`config.mk`:
```
export PLATFORM = sky130hd
export DESIGN_NAME = rv_iopmp_cfg_reg_cut
export DESIGN_NICKNAME = d
export VERILOG_FILES = /design/src/rtl/rv_iopmp_pkg.sv /design/src/rtl/rv_iopmp_cfg_reg_cut.sv
export SDC_FILE = /design/constraint.sdc
export NUM_CORES = 1
export LEC_CHECK = 0
export BUFFER_PORTS_ARGS = -buffer_cell sky130_fd_sc_hd__buf_2
export CAP_MARGIN = 10
export CORE_MARGIN = 5
export CORE_UTILIZATION = 35
export CTS_CLUSTER_DIAMETER = 30
export CTS_CLUSTER_SIZE = 25
export DETAILED_ROUTE_END_ITERATION = 7
export GPL_ROUTABILITY_DRIVEN = 0
export PLACE_DENSITY = 0.73
export REMOVE_ABC_BUFFERS = 1
export SETUP_SLACK_MARGIN = 0.2
export SYNTH_ARGS = -nofsm -noshare
export SYNTH_HDL_FRONTEND = slang
export SYNTH_SLANG_ARGS = --single-unit
```
`constraint.sdc`:
```
create_clock -name clk_i -period 3.2 [get_ports clk_i]
set_clock_uncertainty 0.05 [all_clocks]
set_input_delay 0.32 -clock clk_i [delete_from_list [all_inputs] [get_ports clk_i]]
set_output_delay 0.32 -clock clk_i [all_outputs]
set_load 0.005 [all_outputs]
```
`src/rtl/rv_iopmp_pkg.sv`:
```
// Shared types and defaults for the IOPMP configuration register cut.
// Default request/response structs match the default 14-bit address, 32-bit data bus.
package rv_iopmp_pkg;

    localparam int unsigned DefaultNumRegBytes   = 4096;
    localparam int unsigned DefaultTimeoutCycles = 255;

    typedef enum logic [1:0] {
        IDLE  = 2'd0,
        ISSUE = 2'd1,
        RESP  = 2'd2
    } state_e;

    typedef struct packed {
        logic [13:0] addr;
        logic        write;
        logic [31:0] wdata;
        logic [3:0]  wstrb;
        logic        valid;
    } cfg_req_t;

    typedef struct packed {
        logic [31:0] rdata;
        logic        error;
        logic        ready;
    } cfg_rsp_t;

endpackage

```
`src/rtl/rv_iopmp_cfg_reg_cut.sv`:
```
// Register cut between the AXI cfg abstractor and the IOPMP register file, with
// early rejection of misaligned/out-of-range accesses and a downstream timeout.
module rv_iopmp_cfg_reg_cut
    import rv_iopmp_pkg::*;
#(
    parameter int unsigned AddrWidth     = 14,
    parameter int unsigned DataWidth     = 32,
    parameter int unsigned NumRegBytes   = DefaultNumRegBytes,
    parameter int unsigned TimeoutCycles = DefaultTimeoutCycles,
    parameter type         reg_req_t     = cfg_req_t,
    parameter type         reg_rsp_t     = cfg_rsp_t
) (
    input  logic     clk_i,
    input  logic     rst_i,
    input  reg_req_t slv_req_i,
    output reg_rsp_t slv_rsp_o,
    output reg_req_t mst_req_o,
    input  reg_rsp_t mst_rsp_i,
    output logic     busy_o,
    output logic     timeout_o,
    output logic [7:0] err_cnt_o
);

    localparam int unsigned    CntWidth = $clog2(TimeoutCycles + 1);
    localparam logic [CntWidth-1:0] CntLast = CntWidth'(TimeoutCycles - 1);
    localparam logic [AddrWidth:0]  RegLimit = (AddrWidth + 1)'(NumRegBytes);

    state_e              state_q;
    reg_req_t            req_q;
    reg_rsp_t            rsp_q;
    logic [CntWidth-1:0] cnt_q;
    logic [7:0]          err_cnt_q;
    logic                timeout_q;
    logic                reject;

    assign reject = (slv_req_i.addr[1:0] != 2'b00) ||
                    ({1'b0, slv_req_i.addr} >= RegLimit);

    // Every output is taken straight from a register so the cut breaks all paths.
    assign mst_req_o = req_q;
    assign slv_rsp_o = rsp_q;
    assign busy_o    = (state_q != IDLE);
    assign timeout_o = timeout_q;
    assign err_cnt_o = err_cnt_q;

    always_ff @(posedge clk_i) begin
        if (rst_i) begin
            state_q   <= IDLE;
            req_q     <= '0;
            rsp_q     <= '0;
            cnt_q     <= '0;
            err_cnt_q <= '0;
            timeout_q <= 1'b0;
        end else begin
            timeout_q <= 1'b0;
            case (state_q)
                IDLE: begin
                    if (slv_req_i.valid) begin
                        req_q <= slv_req_i;
                        if (reject) begin
                            req_q.valid <= 1'b0;
                            rsp_q.rdata <= {DataWidth{1'b0}};
                            rsp_q.error <= 1'b1;
                            rsp_q.ready <= 1'b1;
                            state_q     <= RESP;
                        end else begin
                            req_q.valid <= 1'b1;
                            cnt_q       <= '0;
                            state_q     <= ISSUE;
                        end
                    end
                end
                ISSUE: begin
                    // A late ready beats the timeout when both land on the same cycle.
                    if (mst_rsp_i.ready) begin
                        req_q.valid <= 1'b0;
                        rsp_q.rdata <= req_q.write ? {DataWidth{1'b0}} : mst_rsp_i.rdata;
                        rsp_q.error <= mst_rsp_i.error;
                        rsp_q.ready <= 1'b1;
                        state_q     <= RESP;
                    end else if (cnt_q == CntLast) begin
                        req_q.valid <= 1'b0;
                        rsp_q.rdata <= {DataWidth{1'b0}};
                        rsp_q.error <= 1'b1;
                        rsp_q.ready <= 1'b1;
                        timeout_q   <= 1'b1;
                        state_q     <= RESP;
                    end else begin
                        cnt_q <= cnt_q + 1'b1;
                    end
                end
                RESP: begin
                    rsp_q.ready <= 1'b0;
                    if (rsp_q.error && (err_cnt_q != 8'hFF)) begin
                        err_cnt_q <= err_cnt_q + 8'd1;
                    end
                    state_q <= IDLE;
                end
                default: begin
                    state_q <= IDLE;
                end
            endcase
        end
    end

endmodule

```
# Word level (Yosys, flattened, before mapping)
# Index checks and enable logic that the tools add are counted.
# totals
wordCells	64
n_memories	0
out_inout_bits	96
latch_bits	0
ramBits	0
regBits	105
inputBits	88
rom_bits	0
# classes
addsub	2
n_bitwise	1
n_shift	0
muxes	23
n_lt_le_gt_ge	1
div_mod_pow	0
eq_ne	10
mul	0
reduce_logical	15
# ops
cell	count
34-bit 2-to-1 mux	4
33-bit case mux with 2 select lines	1
32-bit 2-to-1 mux	1
8-bit 2-to-1 mux	4
8-bit by 1-bit adder with 8-bit output (second input constant)	2
8-bit case mux with 2 select lines	1
14-bit by 13-bit greater-or-equal comparator with 1-bit output (second input constant)	1
2-bit inequality test (second input constant)	5
8-bit equality test (second input constant)	1
2-bit 2-to-1 mux	4
8-bit inequality test (second input constant)	1
4-bit AND reduction	2
2-bit AND reduction	3
2-bit nonzero test	3
1-bit 2-to-1 mux	5
5-bit AND reduction	1
2-bit case mux with 2 select lines	1
3-bit inequality test (second input constant)	1
1-bit case mux with 3 select lines	1
3-bit AND reduction	1
3-bit nonzero test	1
3-bit OR reduction	1
2-bit by 1-bit equality test with 1-bit output (second input constant)	1
2-bit equality test (second input constant)	1
5 further kinds	5

# Depth between registers and ports, before layout
# Gate-level depths: netlist of run 1.
# logic_depth
depth_word	5
ltp_mapped	7
depth_no_buf	6

# Worst setup path after synthesis of run 1
# OpenSTA, ideal clock, no wires.
# synth_timing
path_kind	register -> register
from	register err_cnt_q[0], in the netlist err_cnt_o[0]
to	register err_cnt_q[1], in the netlist err_cnt_o[1]
setup_time_ps	128
arrival_time_ps	1347
path_stages_with_launch	6
path_buffers	0
slack_ps	1675
period_less_slack_ps	1525
t_required_ps	3022
cell_sequence	dfxtp_1 -> ha_1 -> nand4_1 -> o21ai_0 -> mux2i_1 -> nor2_1
# synth_between
elab_chain_len	3
word_cells_on_any_way	4
cone_classes	add/sub: 1; eq/ne: 1; reduce/logical: 2
# synth_lines
item	line_no	text
start: declaration	rv_iopmp_cfg_reg_cut.sv:32	logic [7:0] err_cnt_q;
start signal: assignment	rv_iopmp_cfg_reg_cut.sv:95	err_cnt_q <= err_cnt_q + 8'd1;
branches (longest 3 deep; another with 8-bit by 1-bit adder with 8-bit output)	-	
# Several ways; the timed one is not identified.
# A chain may end at the register's enable or synchronous reset.

# Final worst setup path of run 1
# layout_timing
from	register state_q[0]
to	register rsp_q (netlist bit slv_rsp_o[16])
# layout_between
elab_chain_len	3
word_cells_on_any_way	8
cone_classes	eq/ne: 4; mux: 1; reduce/logical: 3
# layout_lines
item	line_no	text
start: declaration	rv_iopmp_cfg_reg_cut.sv:28	state_e state_q;
start signal: assignment	rv_iopmp_cfg_reg_cut.sv:48	state_q <= IDLE;
start signal: assignment	rv_iopmp_cfg_reg_cut.sv:65	state_q <= RESP;
start signal: assignment	rv_iopmp_cfg_reg_cut.sv:69	state_q <= ISSUE;
2-bit by 1-bit equality test with 1-bit output / 2-bit logical NOT (equally long branches)	rv_iopmp_cfg_reg_cut.sv:56	case (state_q)
3-bit inequality test (no line), or another cell as far along	-	
4-bit AND reduction (no line)	-	
end: declaration	rv_iopmp_cfg_reg_cut.sv:30	reg_rsp_t rsp_q;
# Several ways; a longest one is shown, not always the timed one.

==> results of run 1 <==
-- path summary, 6_finish.rpt --
path | end | cells past startpoint
setup / recovery | slv_rsp_o[16] | 4
hold / removal | slv_rsp_o[29] | 2
setup reg to reg | slv_rsp_o[16] | 4
hold reg to reg | mst_req_o[24] | 2
-- layer usage --
| layer | track usage, % | routed length, microns |
|---|---|---|
| met5 | 0 | 0 |
| met4 | 5.79 | 121 |
| met3 | 4.76 | 1210 |
| met2 | 23.6 | 4460 |
| met1 | 17.6 | 4290 |
-- flip-flops by register name (all words and copies together), names as in the netlist --
name and count:
err_cnt_o 8, cnt_q 8, timeout_o 1, mst_req_o 52, slv_rsp_o 34, state_q 2
-- cell usage in the layout (no fill, tap or decap), types with 5 or more instances in the layout --
cell type | synthesis | layout
a22o_1 | 32 | 32
nand4_1 | 5 | 5
dfxtp_1 | 105 | 105
nand2_1 | 111 | 110
clkbuf_8 | 0 | 10
o21ai_0 | 6 | 6
nor2_1 | 10 | 10
buf_2 | 4 | 183
a21oi_1 | 64 | 64
nand3_1 | 10 | 10
inv_1 | 6 | 6
-- layout make-up --
cell class / count / area (sq um) / area share (%)
flip-flops and latches: 105 / 2100 / 42.1
multi-input cells: 287 / 1600 / 31.9
repair buffers: 185 / 931 / 18.6
well taps: 140 / 175 / 3.51
clock buffers: 12 / 145 / 2.90
clock inverters: 4 / 26.3 / 0.526
inverters: 6 / 22.5 / 0.451
-- critical path, cell delays in order, from the launching register on --
cell	delay, ns
dfxtp_1	0.48
nor2b_2	0.26
nand2_1	0.13
nor3_4	0.83
a22o_1	0.25
-- power groups by stage --
stage | Combinational [mW] | Sequential [mW] | Clock, mW
5_1_grt | 0.261 | 1.38 | 0.813
2_1_floorplan | 0.0893 | 1.41 | 0
3_3_place_gp | 0.231 | 1.40 | 0
6_report | 0.231 | 1.37 | 0.727
4_1_cts | 0.235 | 1.38 | 0.765
3_5_place_dp | 0.235 | 1.41 | 0
-- through the flow --
stage | util (%) | instances | hold slack [ns]
6_report | 46.3 | 739 | 0.123
5_1_grt | 46.3 | 739 | 0.0969
4_1_cts | 46.3 | 739 | 0.0953
3_5_place_dp | 44.7 | 723 | 0.396
3_3_place_gp | 44.7 | 723 | 0.388
2_1_floorplan | - | 398 | 0.339
-- kinds of logic (layout without fill, tap and decap cells) --
| logic type | Yosys count | after routing |
|---|---|---|
| AND/OR/NAND/NOR | 160 | 160 |
| AO/OA/AOI/OAI | 118 | 118 |
| flip-flops | 105 | 105 |
| buffers and inverters | 32 | 207 |
| XOR/XNOR | 4 | 4 |
| adder cells (fa/ha/maj) | 3 | 3 |
| multiplexers | 2 | 2 |
==> results.py, run 1 <==
metrics = {
    "detailed_routing": {
        "ant_nets": 0,
        "viasPerCell": 4.85,
        "first_pass_iters": 5,
        "vias": 3586,
        "wl_per_cell_microns": 13.6,
        "remaining_drc_errors": 0,
        "wl_mm": 10.1,
        "drtIter0Drc": 216,
    },
    "yosys": {
        "yosys-top-cells-area": "dfxtp_1, nand2_1, a21oi_1",
        "synth_edf_count": 0,
        "synth_top_area_share_pct": 54.8,
        "yosysUniqueCellTypes": 43,
        "synth_common_cells": "nand2_1, dfxtp_1, a21oi_1",
        "synth-compound-area-share_pct": 19.9,
        "synth_xor_area_share_pct": 0.913,
        "yosys.area_share.simple_pct": 18.8,
        "synth_top_area_cell": "dfxtp_1",
        "syn_area_per_cell_sq_um": 9.05,
        "synth_top_family_by_area": "compound AO/OA/AOI/OAI gates",
        "synth.most_common_cell": "nand2_1",
        "ys_warn_count": 0,
        "synth_adder_area_share_pct": 0.978,
        "synth_ff_type": "dfxtp_1",
        "synth_area_sq_um": 3840,
        "synth.ff_latch_count": 105,
        "syn_inst": 424,
        "async_flop_share_pct": 0,
        "synthMuxAreaShare_pct": 0.522,
        "synth_seq_area_share_pct": 54.8,
    },
    "power": {
        "finalPower_mw": 2.33,
        "swShare_pct": 24.7,
        "leakagePower_nw": 2.32,
        "internal_power_mw": 1.76,
        "pwr-share-clk_pct": 31.2,
        "ir_drop_uv": 213,
        "combinationalPowerShare_pct": 9.9,
        "p_sw_mw": 0.575,
        "power.density_nw_per_um2": 467,
        "seqPwrFrac_pct": 58.9,
    },
    "clock_tree": {
        "clk_pin_slew_ns": 0.10,
        "post_cts_buffers": 0,
        "htreeDepth": 3,
        "cts_resized": 0,
        "cts.path.max_buffers": 2,
        "cts-hold-fix-buffers": 0,
        "cts-root-buf": "clkbuf_8",
        "cts_tree": "built",
        "insertion_delay_ns": 0.34,
        "cts_buffers": 9,
        "numClockSinks": 105,
    },
    "floorplan": {
        "dieWidth_microns": 115,
        "dieArea_sq_um": 13200,
        "chipHeight_microns": 115,
        "start_util_pct": 35.6,
        "design.portCount": 184,
        "rows": 38,
        "core_area_sq_um": 10800,
    },
    "global_routing": {
        "first_global_vias": 3510,
        "grt_usage_pct": 14.4,
        "grt.overflow.total": 0,
        "antenna_found_initial": 0,
        "grt_start_max_net_pins": 70,
        "grt_pass1_wl_mm": 15.6,
    },
    "setup_path": {
        "crit_required_ns": 3.44,
        "start_kind": "flip-flop",
        "end_kind": "flip-flop",
        "arrival_ns": 2.31,
        "worstSetupStartpoint": "state_q[0]",
        "critPathKind": "reg2reg",
        "cp_max_fo": 32,
        "r2r-start": "state_q[0]",
        "r2r_slack_ns": 1.13,
    },
    "layout": {
        "fin_area_sq_um": 5000,
        "fillCellCount": 1051,
        "fin_nets": 685,
        "n_antenna_cell": 0,
        "drive_above_1_share_pct": 34.7,
        "syn_to_final_growth_pct": 30.2,
    },
    "placed_design": {
        "port_buffers": 183,
        "hpwl_mm": 7.38,
        "dpl-instance-area_sq_um": 4830,
        "dp_slack_ns": 0.986,
    },
    "sta": {
        "grt_setup_unrepaired": "no",
        "setup_tns_ns": 0,
        "slew_violations": 0,
        "period_minus_slack_ns": 2.07,
        "fin_crit_sh_pct": 64.7,
        "hold_viol": 0,
        "slew_headroom_pct": 28.2,
        "final-setup-viol-count": 0,
        "tightestPinTransition_ns": 1.07,
        "setup_ws_ns": 1.13,
        "max_freq_ghz": 0.483,
    },
    "hold_path": {
        "hp-class": "in2reg",
        "hold_start": "mst_rsp_i[29]",
    },
    "status": {
        "outcome": "completed",
    },
    "run": {
        "drv_cap": 0,
    },
}
Power figures use the tool's default switching activity.
==> run 2, diff against run 1 <==
- PLACE_DENSITY: 0.73 -> 0.76
- clock period: 3.2 -> 1.9 ns (I/O delays scaled with it)
==> run 2 against run 1 <==
Against the previous run:
- die area did not move
- fmax rose by 22%
- highest routed layer unchanged
- cell count rose by 11%
==> results.py, run 2 (synthesis results as in run 1) <==
metrics = {
    "sta": {
        "max_freq_ghz": 0.588,
        "final-setup-viol-count": 0,
        "hold_viol": 0,
        "slew_violations": 0,
        "grt_setup_unrepaired": "yes",
        "setup_ws_ns": 0.200,
        "fin_crit_sh_pct": 89.5,
        "holdWs_ns": 0.0260,
        "setup_tns_ns": 0,
        "slew_headroom_pct": 73.3,
        "period_minus_slack_ns": 1.70,
        "tightestPinTransition_ns": 0.401,
    },
    "floorplan": {
        "rows": 38,
        "dieWidth_microns": 115,
        "start_util_pct": 35.6,
        "dieArea_sq_um": 13200,
        "design.portCount": 184,
        "chipHeight_microns": 115,
        "core_area_sq_um": 10800,
    },
    "setup_path": {
        "critPathKind": "reg2reg",
        "crit_chain": "inv_1 -> ha_1 -> nand3_2 -> o21ai_4 -> buf_4 -> a21oi_4 -> buf_12 -> a22o_1",
        "critPathBufInv": 3,
        "crit_required_ns": 2.10,
        "start_kind": "flip-flop",
        "max_stage_delay_ns": 0.35,
        "arrival_ns": 1.90,
        "end_kind": "flip-flop",
        "cp_max_fo": 16,
        "crit_family": "compound AO/OA/AOI/OAI gates",
        "worst_path_max_delay_cell": "dfxtp_2",
    },
    "detailed_routing": {
        "drtIter0Drc": 237,
        "wl_mm": 12.7,
        "remaining_drc_errors": 0,
        "vias": 4034,
        "first_pass_iters": 4,
        "wl_per_cell_microns": 15.4,
        "viasPerCell": 4.91,
        "ant_nets": 0,
    },
    "global_routing": {
        "grt.overflow.total": 0,
        "grt_pass1_wl_mm": 19.3,
        "grt_start_max_net_pins": 67,
        "grt_usage_pct": 18.2,
        "antenna_found_initial": 0,
        "first_global_vias": 4035,
    },
    "clock_tree": {
        "cts_tree": "built",
        "cts_buffers": 9,
        "htreeDepth": 3,
        "cts.path.max_buffers": 2,
        "numClockSinks": 105,
        "insertion_delay_ns": 0.35,
        "cts-root-buf": "clkbuf_8",
        "clk_pin_slew_ns": 0.10,
    },
    "layout": {
        "layout_commonest_cell": "buf_2",
        "fin_area_sq_um": 5870,
        "drive_above_1_share_pct": 34.3,
        "fin_nets": 768,
        "n_antenna_cell": 0,
        "syn_to_final_growth_pct": 52.9,
        "stdcell_count": 822,
        "largest_reg_flops": 52,
        "most-common-layout-cells": "buf_2, nand2_1, dfxtp_1",
        "fin_util_pct": 54.4,
    },
    "placed_design": {
        "port_buffers": 183,
        "dp.cells": 728,
        "hpwl_mm": 7.75,
        "dp_slack_ns": -0.0575,
        "dpl-instance-area_sq_um": 4880,
    },
    "run": {
        "drv_cap": 0,
    },
    "power": {
        "ir_drop_uv": 384,
        "leakagePower_nw": 2.70,
        "power.density_nw_per_um2": 709,
        "finalPower_mw": 4.16,
    },
    "hold_path": {
        "hp-class": "in2reg",
    },
    "status": {
        "outcome": "completed",
    },
}
==> run 2: per-layer routing <==
layer  part of all wire (%)  up-vias  track usage (%)
met1                     39     1864             21.0
met2                     50      183             31.8
met5                      0        -                0
met3                    8.9       21             5.23
met4                    1.9        0             7.43
li1                       -     1966                -
==> run 2: where the power goes <==
part	switching, mW	leakage, nW	internal [mW]	total, mW
clock network	0.796	0.0923	0.503	1.30
logic	0.262	1.75	0.285	0.547
registers	0.0421	0.857	2.28	2.32
total	1.10	2.70	3.06	4.16
==> run 2: path summary, 6_finish.rpt <==
path                                    start            end  slack (ns)  depth (start not counted)
worst max-delay path                 cnt_q[0]  slv_rsp_o[31]        0.20                          8
worst min-delay path            slv_req_i[46]  mst_req_o[46]        0.03                          3
worst max register to register       cnt_q[0]  slv_rsp_o[31]        0.20                          8
worst min register to register  mst_req_o[18]  mst_req_o[18]        0.40                          2
==> run 2: cell type report <==
class	count	area, sq um
fill	924	4920
sequential	105	2110
timing repair buffer	267	1750
multi-input combinational	288	1630
tap	140	175
clock buffer	9	124
clock inverter	7	62.6
inverter	6	22.5
==> run 2: worst min-delay path: stages <==
cell	delay, ns
buf_2	0.09
nand2_1	0.04
a21oi_1	0.05
==> run 2: what timing repair did <==
item | CTS | global route
hold buffers | 67 | 0
gates cloned | 1 | 0
endpoints found under the setup margin | 34 | 88
setup buffers | 7 | 3
pin swaps | 4 | 2
gates resized for setup | 7 | 6
endpoints found under the hold margin | 67 | 0
